$ cat src/rtl/muldiv_pkg.sv
// -----------------------------------------------------------------------------
// muldiv_pkg
// Shared definitions for the EX-stage multiply/divide sequencer:
//   - muldiv_state_e : sequencer state encoding (IDLE, RUN, WB)
//   - default latencies for multiply and divide, default counter width
// -----------------------------------------------------------------------------
package muldiv_pkg;

    typedef enum logic [1:0] {
        IDLE = 2'd0,
        RUN  = 2'd1,
        WB   = 2'd2
    } muldiv_state_e;

    localparam int MUL_CYCLES_DEF = 4;
    localparam int DIV_CYCLES_DEF = 32;
    localparam int CNT_W_DEF      = 6;

endpackage

$ cat src/rtl/muldiv_cycle_counter.sv
// -----------------------------------------------------------------------------
// muldiv_cycle_counter
// Loadable down-counter that tracks the remaining RUN cycles of the mul/div
// unit. Load has priority over decrement.
// Ports:
//   clk, rst_n  : clock, asynchronous active-low reset (count clears to 0)
//   load        : load load_val this cycle
//   load_val    : value to load (remaining cycles minus one)
//   dec         : decrement by one this cycle
//   zero        : count is zero
// -----------------------------------------------------------------------------
module muldiv_cycle_counter #(
    parameter int CNT_W = 6
) (
    input  logic             clk,
    input  logic             rst_n,
    input  logic             load,
    input  logic [CNT_W-1:0] load_val,
    input  logic             dec,
    output logic             zero
);

    logic [CNT_W-1:0] cnt;

    always_ff @(posedge clk or negedge rst_n) begin
        if (!rst_n) begin
            cnt <= '0;
        end else if (load) begin
            cnt <= load_val;
        end else if (dec) begin
            cnt <= cnt - CNT_W'(1);
        end
    end

    assign zero = (cnt == '0);

endmodule

$ cat src/rtl/muldiv_stall_ctrl.sv
// -----------------------------------------------------------------------------
// muldiv_stall_ctrl
// Sequences the multi-cycle multiply/divide unit in EX and merges its stall
// with the load-use stall into one pipeline stall (pc_write/if_id_write low,
// stall_mux high).
// Ports:
//   clk, rst_n     : clock, asynchronous active-low reset
//   lu_stall       : load-use stall request from the hazard unit
//   id_is_muldiv   : ID holds mult/multu/div/divu
//   id_uses_hilo   : ID holds mfhi/mflo/mthi/mtlo
//   ex_start       : mul/div valid in EX this cycle
//   ex_is_div      : op kind qualifying ex_start (1 = divide)
//   ex_signed      : signedness qualifying ex_start
//   ex_kill        : EX instruction flushed this cycle
//   unit_go        : one-cycle start pulse to the datapath
//   unit_is_div    : latched op kind, valid while busy
//   unit_signed    : latched signedness, valid while busy
//   hilo_write     : one-cycle HI/LO write enable (high exactly in WB)
//   busy           : sequencer not IDLE
//   pc_write       : 0 holds the PC
//   if_id_write    : 0 holds IF/ID
//   stall_mux      : 1 zeroes ID/EX control (bubble)
//   proto_err      : sticky, ex_start seen while not IDLE
//
// Start protocol: ex_start is a one-cycle request with no back-pressure. It is
// accepted only in IDLE and only when ex_kill is low in the same cycle; the
// ID-stage hold guarantees no second request arrives while busy, so one that
// does is dropped and flagged on proto_err.
// -----------------------------------------------------------------------------
module muldiv_stall_ctrl
    import muldiv_pkg::*;
#(
    parameter int MUL_CYCLES = MUL_CYCLES_DEF,
    parameter int DIV_CYCLES = DIV_CYCLES_DEF,
    parameter int CNT_W      = CNT_W_DEF
) (
    input  logic clk,
    input  logic rst_n,
    input  logic lu_stall,
    input  logic id_is_muldiv,
    input  logic id_uses_hilo,
    input  logic ex_start,
    input  logic ex_is_div,
    input  logic ex_signed,
    input  logic ex_kill,
    output logic unit_go,
    output logic unit_is_div,
    output logic unit_signed,
    output logic hilo_write,
    output logic busy,
    output logic pc_write,
    output logic if_id_write,
    output logic stall_mux,
    output logic proto_err
);

    localparam logic [CNT_W-1:0] MUL_LOAD = CNT_W'(MUL_CYCLES - 1);
    localparam logic [CNT_W-1:0] DIV_LOAD = CNT_W'(DIV_CYCLES - 1);

    muldiv_state_e state;
    logic          accept;
    logic          cnt_zero;
    logic          cnt_dec;
    logic          id_dep;
    logic          hold;

    assign accept  = (state == IDLE) && ex_start && !ex_kill;
    // Do not decrement on the last RUN cycle so the counter rests at zero.
    assign cnt_dec = (state == RUN) && !cnt_zero;

    muldiv_cycle_counter #(
        .CNT_W (CNT_W)
    ) u_counter (
        .clk      (clk),
        .rst_n    (rst_n),
        .load     (accept),
        .load_val (ex_is_div ? DIV_LOAD : MUL_LOAD),
        .dec      (cnt_dec),
        .zero     (cnt_zero)
    );

    always_ff @(posedge clk or negedge rst_n) begin
        if (!rst_n) begin
            state       <= IDLE;
            unit_go     <= 1'b0;
            unit_is_div <= 1'b0;
            unit_signed <= 1'b0;
            hilo_write  <= 1'b0;
            proto_err   <= 1'b0;
        end else begin
            unit_go    <= 1'b0;
            hilo_write <= 1'b0;
            if (ex_start && (state != IDLE)) begin
                proto_err <= 1'b1;
            end
            case (state)
                IDLE: begin
                    if (accept) begin
                        state       <= RUN;
                        unit_go     <= 1'b1;
                        unit_is_div <= ex_is_div;
                        unit_signed <= ex_signed;
                    end
                end
                RUN: begin
                    if (cnt_zero) begin
                        state      <= WB;
                        hilo_write <= 1'b1;
                    end
                end
                WB: begin
                    state <= IDLE;
                end
                default: begin
                    state <= IDLE;
                end
            endcase
        end
    end

    // The instruction in ID conflicts if it is another mul/div or touches
    // HI/LO. No conflict in WB: HI/LO is written at the WB edge, before the
    // ID instruction reaches EX.
    assign id_dep = id_is_muldiv || id_uses_hilo;
    assign hold   = lu_stall
                 || ((state == RUN) && id_dep)
                 || (accept && id_dep);

    assign busy        = (state != IDLE);
    assign pc_write    = !hold;
    assign if_id_write = !hold;
    assign stall_mux   = hold;

endmodule

$ cat config.mk
export PLATFORM = sky130hd
export DESIGN_NAME = muldiv_stall_ctrl
export DESIGN_NICKNAME = d
export VERILOG_FILES = /design/src/rtl/muldiv_pkg.sv /design/src/rtl/muldiv_cycle_counter.sv /design/src/rtl/muldiv_stall_ctrl.sv
export SDC_FILE = /design/constraint.sdc
export NUM_CORES = 1
export LEC_CHECK = 0
export CAP_MARGIN = 20
export CELL_PAD_IN_SITES_DETAIL_PLACEMENT = 0
export CELL_PAD_IN_SITES_GLOBAL_PLACEMENT = 1
export CORE_UTILIZATION = 34
export CTS_CLUSTER_DIAMETER = 40
export DETAILED_ROUTE_END_ITERATION = 6
export PLACE_DENSITY = 0.75
export SYNTH_ARGS = -nofsm -noshare
export SYNTH_HDL_FRONTEND = slang
export SYNTH_SLANG_ARGS = --single-unit
$ cat constraint.sdc
create_clock -name clk -period 2.1 [get_ports clk]
set_input_delay 0.42 -clock clk [delete_from_list [all_inputs] [get_ports clk]]
set_output_delay 0.42 -clock clk [all_outputs]
set_load 0.01 [all_outputs]
==> impl_metrics.csv <==
group,metric,value,unit
sta,fin_tns_setup,0,ns
placement,hpwl,851,um
synthesis,synth_area_leaders,"dfrtp_1 53%, nand2_1 7.3%, ha_1 4.0%",
worst_setup_path,required,1.68,ns
worst_setup_path,cp_slowest_cell,"or3b_4",
worst_setup_path,worst_setup_path_start_kind,"flip-flop",
synthesis,synthDominantCellAreaShare,52.5,%
detailed_routing,dr.pass1.iters,4,
grt,antenna_found_initial,0,
grt,grt_pass1_vias,472,
clock_tree,cts_hold_buf,0,
sta,min_period,2.08,ns
synthesis,yosys_warnings,0,
pwr,total_leakage_power,0.388,nW
cells_and_area,fin_util,51.8,%
clock_tree,cts_tree,"done",
detailed_routing,vias_per_cell,4.69,
die,core,1710,um2
clock_tree,cts.path.max_buffers,2,
placement,routabilityCongestion,0.775,
worst_setup_path,critical_path_class,"reg2out",
synthesis,yosys.cell_count.top_type,"dfrtp_1",
worst_setup_path,crit_chain,"or2_1 -> or3b_4 -> inv_2 -> o22ai_2 -> nor2b_4 -> buf_6",
detailed_routing,wl_per_cell,10.9,um
worst_hold_path,min_from,"proto_err",
worst_setup_path,cpPeakStageDelay,0.40,ns
grt,grt_pass1_wl,2.07,mm
clock_tree,insertion_delay,0.27,ns
clock_tree,clkTransAtPathRegs,0.07,ns
detailed_routing,ant_nets,0,
die,ios,18,
cells_and_area,nets,95,
synthesis,ys_seq_area_share,52.5,%
pwr,peakVddDrop,0.597,mV
die,die-width,44.7,um
synthesis,syn_inst,59,
worst_setup_path,r2r-start,"u_counter.cnt[0]",
worst_setup_path,crit_start,"state[0]",
run_status,status,"complete, no violations",
cells_and_area,diodes,0,
detailed_routing,drt-total-wl,1.17,mm
grt,grt_max_degree,14,
cells_and_area,layout-drive-gt1-share,22.9,%
grt,overflow,0,
worst_setup_path,endpoint_kind,"output pin",
die,dieArea,2000,um2
worst_hold_path,holdCritPathClass,"reg2reg",
sta,fmax,480,MHz
synthesis,synth_ff_type,"dfrtp_1",
synthesis,synth-edff-count,0,
synthesis,ys_types,29,
placement,placedInstanceArea,838,um2
die,fp-row-count,15,
sta,hold_viol,0,
worst_setup_path,critPathArrivalTime,1.66,ns
cells_and_area,area_growth,42.8,%
die,die_h,44.7,um
synthesis,syn-cell-area,619,um2
placement,io_buffers,17,
sta,min_period_over_period,99.3,%
detailed_routing,vias,507,
detailed_routing,first_iter_violations,11,
cells_and_area,final_area,885,um2
pwr,p_per_area,1220,nW/um2
synthesis,avgSynthCellArea,10.5,um2
sta,skew,0.00546,ns
sta,rsz0062_at_grt,"yes",
die,start_util,36.3,%
clock_tree,clock_sinks,13,
sta,setup-violations-final,0,
clock_tree,cts_max_level,1,
sta,worst_slew_pin_slew,0.571,ns
synthesis,ys_top_cells_by_count,"13 x dfrtp_1, 12 x nand2_1, 3 x a21oi_1",
synthesis,synth.ff_latch_count,13,
synthesis,synth_nets,70,
clock_tree,cts_buffers,3,
worst_setup_path,crit_fanout,2,
grt,track_usage,14.7,%
job,max_cap_violations,0,
clock_tree,clock-root-buffer,"clkbuf_4",
detailed_routing,route.detailed.drc,0,
sta,drv_slew,0,
sta,relSlewSlack,61.8,%
synthesis,synth-async-reset-ratio,100,%
synthesis,synth_top_area_cell,"dfrtp_1",
## path summary, 6_finish.rpt
| check | to | slack, ns | depth (start not counted) |
|---|---|---|---|
| setup / recovery | pc_write | 0.02 | 6 |
| hold / removal | proto_err | 0.46 | 1 |
| setup reg to reg | u_counter.cnt[5] | 0.38 | 6 |
| hold reg to reg | proto_err | 0.46 | 1 |
| max in group asynchronous | state[0] | 1.22 | 1 |
| min in group asynchronous | u_counter.cnt[3] | 0.51 | 1 |
## critical path: cells and delay by family (launching register included)
kind            cells  cell delay, ns
simple gates        3            0.78
compound gates      1            0.06
buf+inv             2            0.18
flops               1            0.37
## metal layers
layer	vias up	global-route usage, %	share of wire (%)
li1	250	-	-
met1	235	18.3	45
met2	20	22.9	47
met3	2	4.49	7.8
met4	0	7.27	0.68
met5	-	0	0
## per-stage QoR
stage	setup slack (ns)	hold WS, ns	cells	power (mW)
global placement	-0.341	0.445	103	0.910
floorplan	0.0674	0.124	59	0.723
detailed placement	-0.353	0.449	103	0.921
CTS	-0.0110	0.466	108	1.07
finish	0.0156	0.460	108	1.08
global route	-0.0889	0.495	108	1.18
## repair_timing
action,4_1_cts,5_1_grt
resized for setup,16,3
endpoints found under the hold margin,0,0
gates cloned,0,0
endpoints found under the setup margin,3,3
buffers inserted,1,0
pin swaps,0,3
## placed cells by master, fill, tap and decap left out, drive strengths merged
| master | instances |
|---|---|
| a21o | 1 |
| a21oi | 3 |
| a31oi | 1 |
| and2b | 1 |
| buf | 8 |
| clkbuf | 4 |
| clkdlybuf4s50 | 13 |
| dfrtp | 13 |
| dlygate4sd2 | 1 |
| ha | 2 |
| inv | 3 |
| mux2i | 1 |
| nand2 | 12 |
| nand2b | 1 |
| nor2 | 2 |
| nor2b | 1 |
| nor3 | 1 |
| nor3b | 2 |
| nor4b | 1 |
| o211ai | 2 |
| o21ai | 2 |
| o22ai | 1 |
| or2 | 1 |
| or3 | 1 |
| or3b | 2 |
| or4b | 1 |
| xnor2 | 1 |
| xor2 | 1 |
## registers in the layout, indices dropped and copies added (netlist names)
register,count
u_counter.cnt,6
state,2
hilo_write,1
proto_err,1
unit_go,1
unit_is_div,1
unit_signed,1
## layout make-up
type	instances	area (um2)
clock buffer	4	26.3
inverter	3	11.3
fill	162	823
timing repair buffer	22	204
sequential	13	325
tap	25	31.3
multi-input combinational	41	287
## cells by family after synthesis
| family | count (synthesis) | synth area share (%) |
|---|---|---|
| buffers and inverters | 5 | 3.84 |
| multiplexers | 1 | 1.62 |
| XOR/XNOR | 2 | 2.83 |
| AO/OA/AOI/OAI | 10 | 11.5 |
| flip-flops | 13 | 52.5 |
| AND/OR/NAND/NOR | 26 | 23.6 |
| adder cells (fa/ha/maj) | 2 | 4.04 |
## power breakdown
group	leakage [nW]	total, mW	switching (mW)	internal (mW)
combinational	0.216	0.503	0.226	0.277
sequential	0.157	0.424	0.0787	0.345
clock	0.0150	0.151	0.0773	0.0736
total	0.388	1.08	0.382	0.696
No activity file was read; power rests on OpenSTA's default activity.
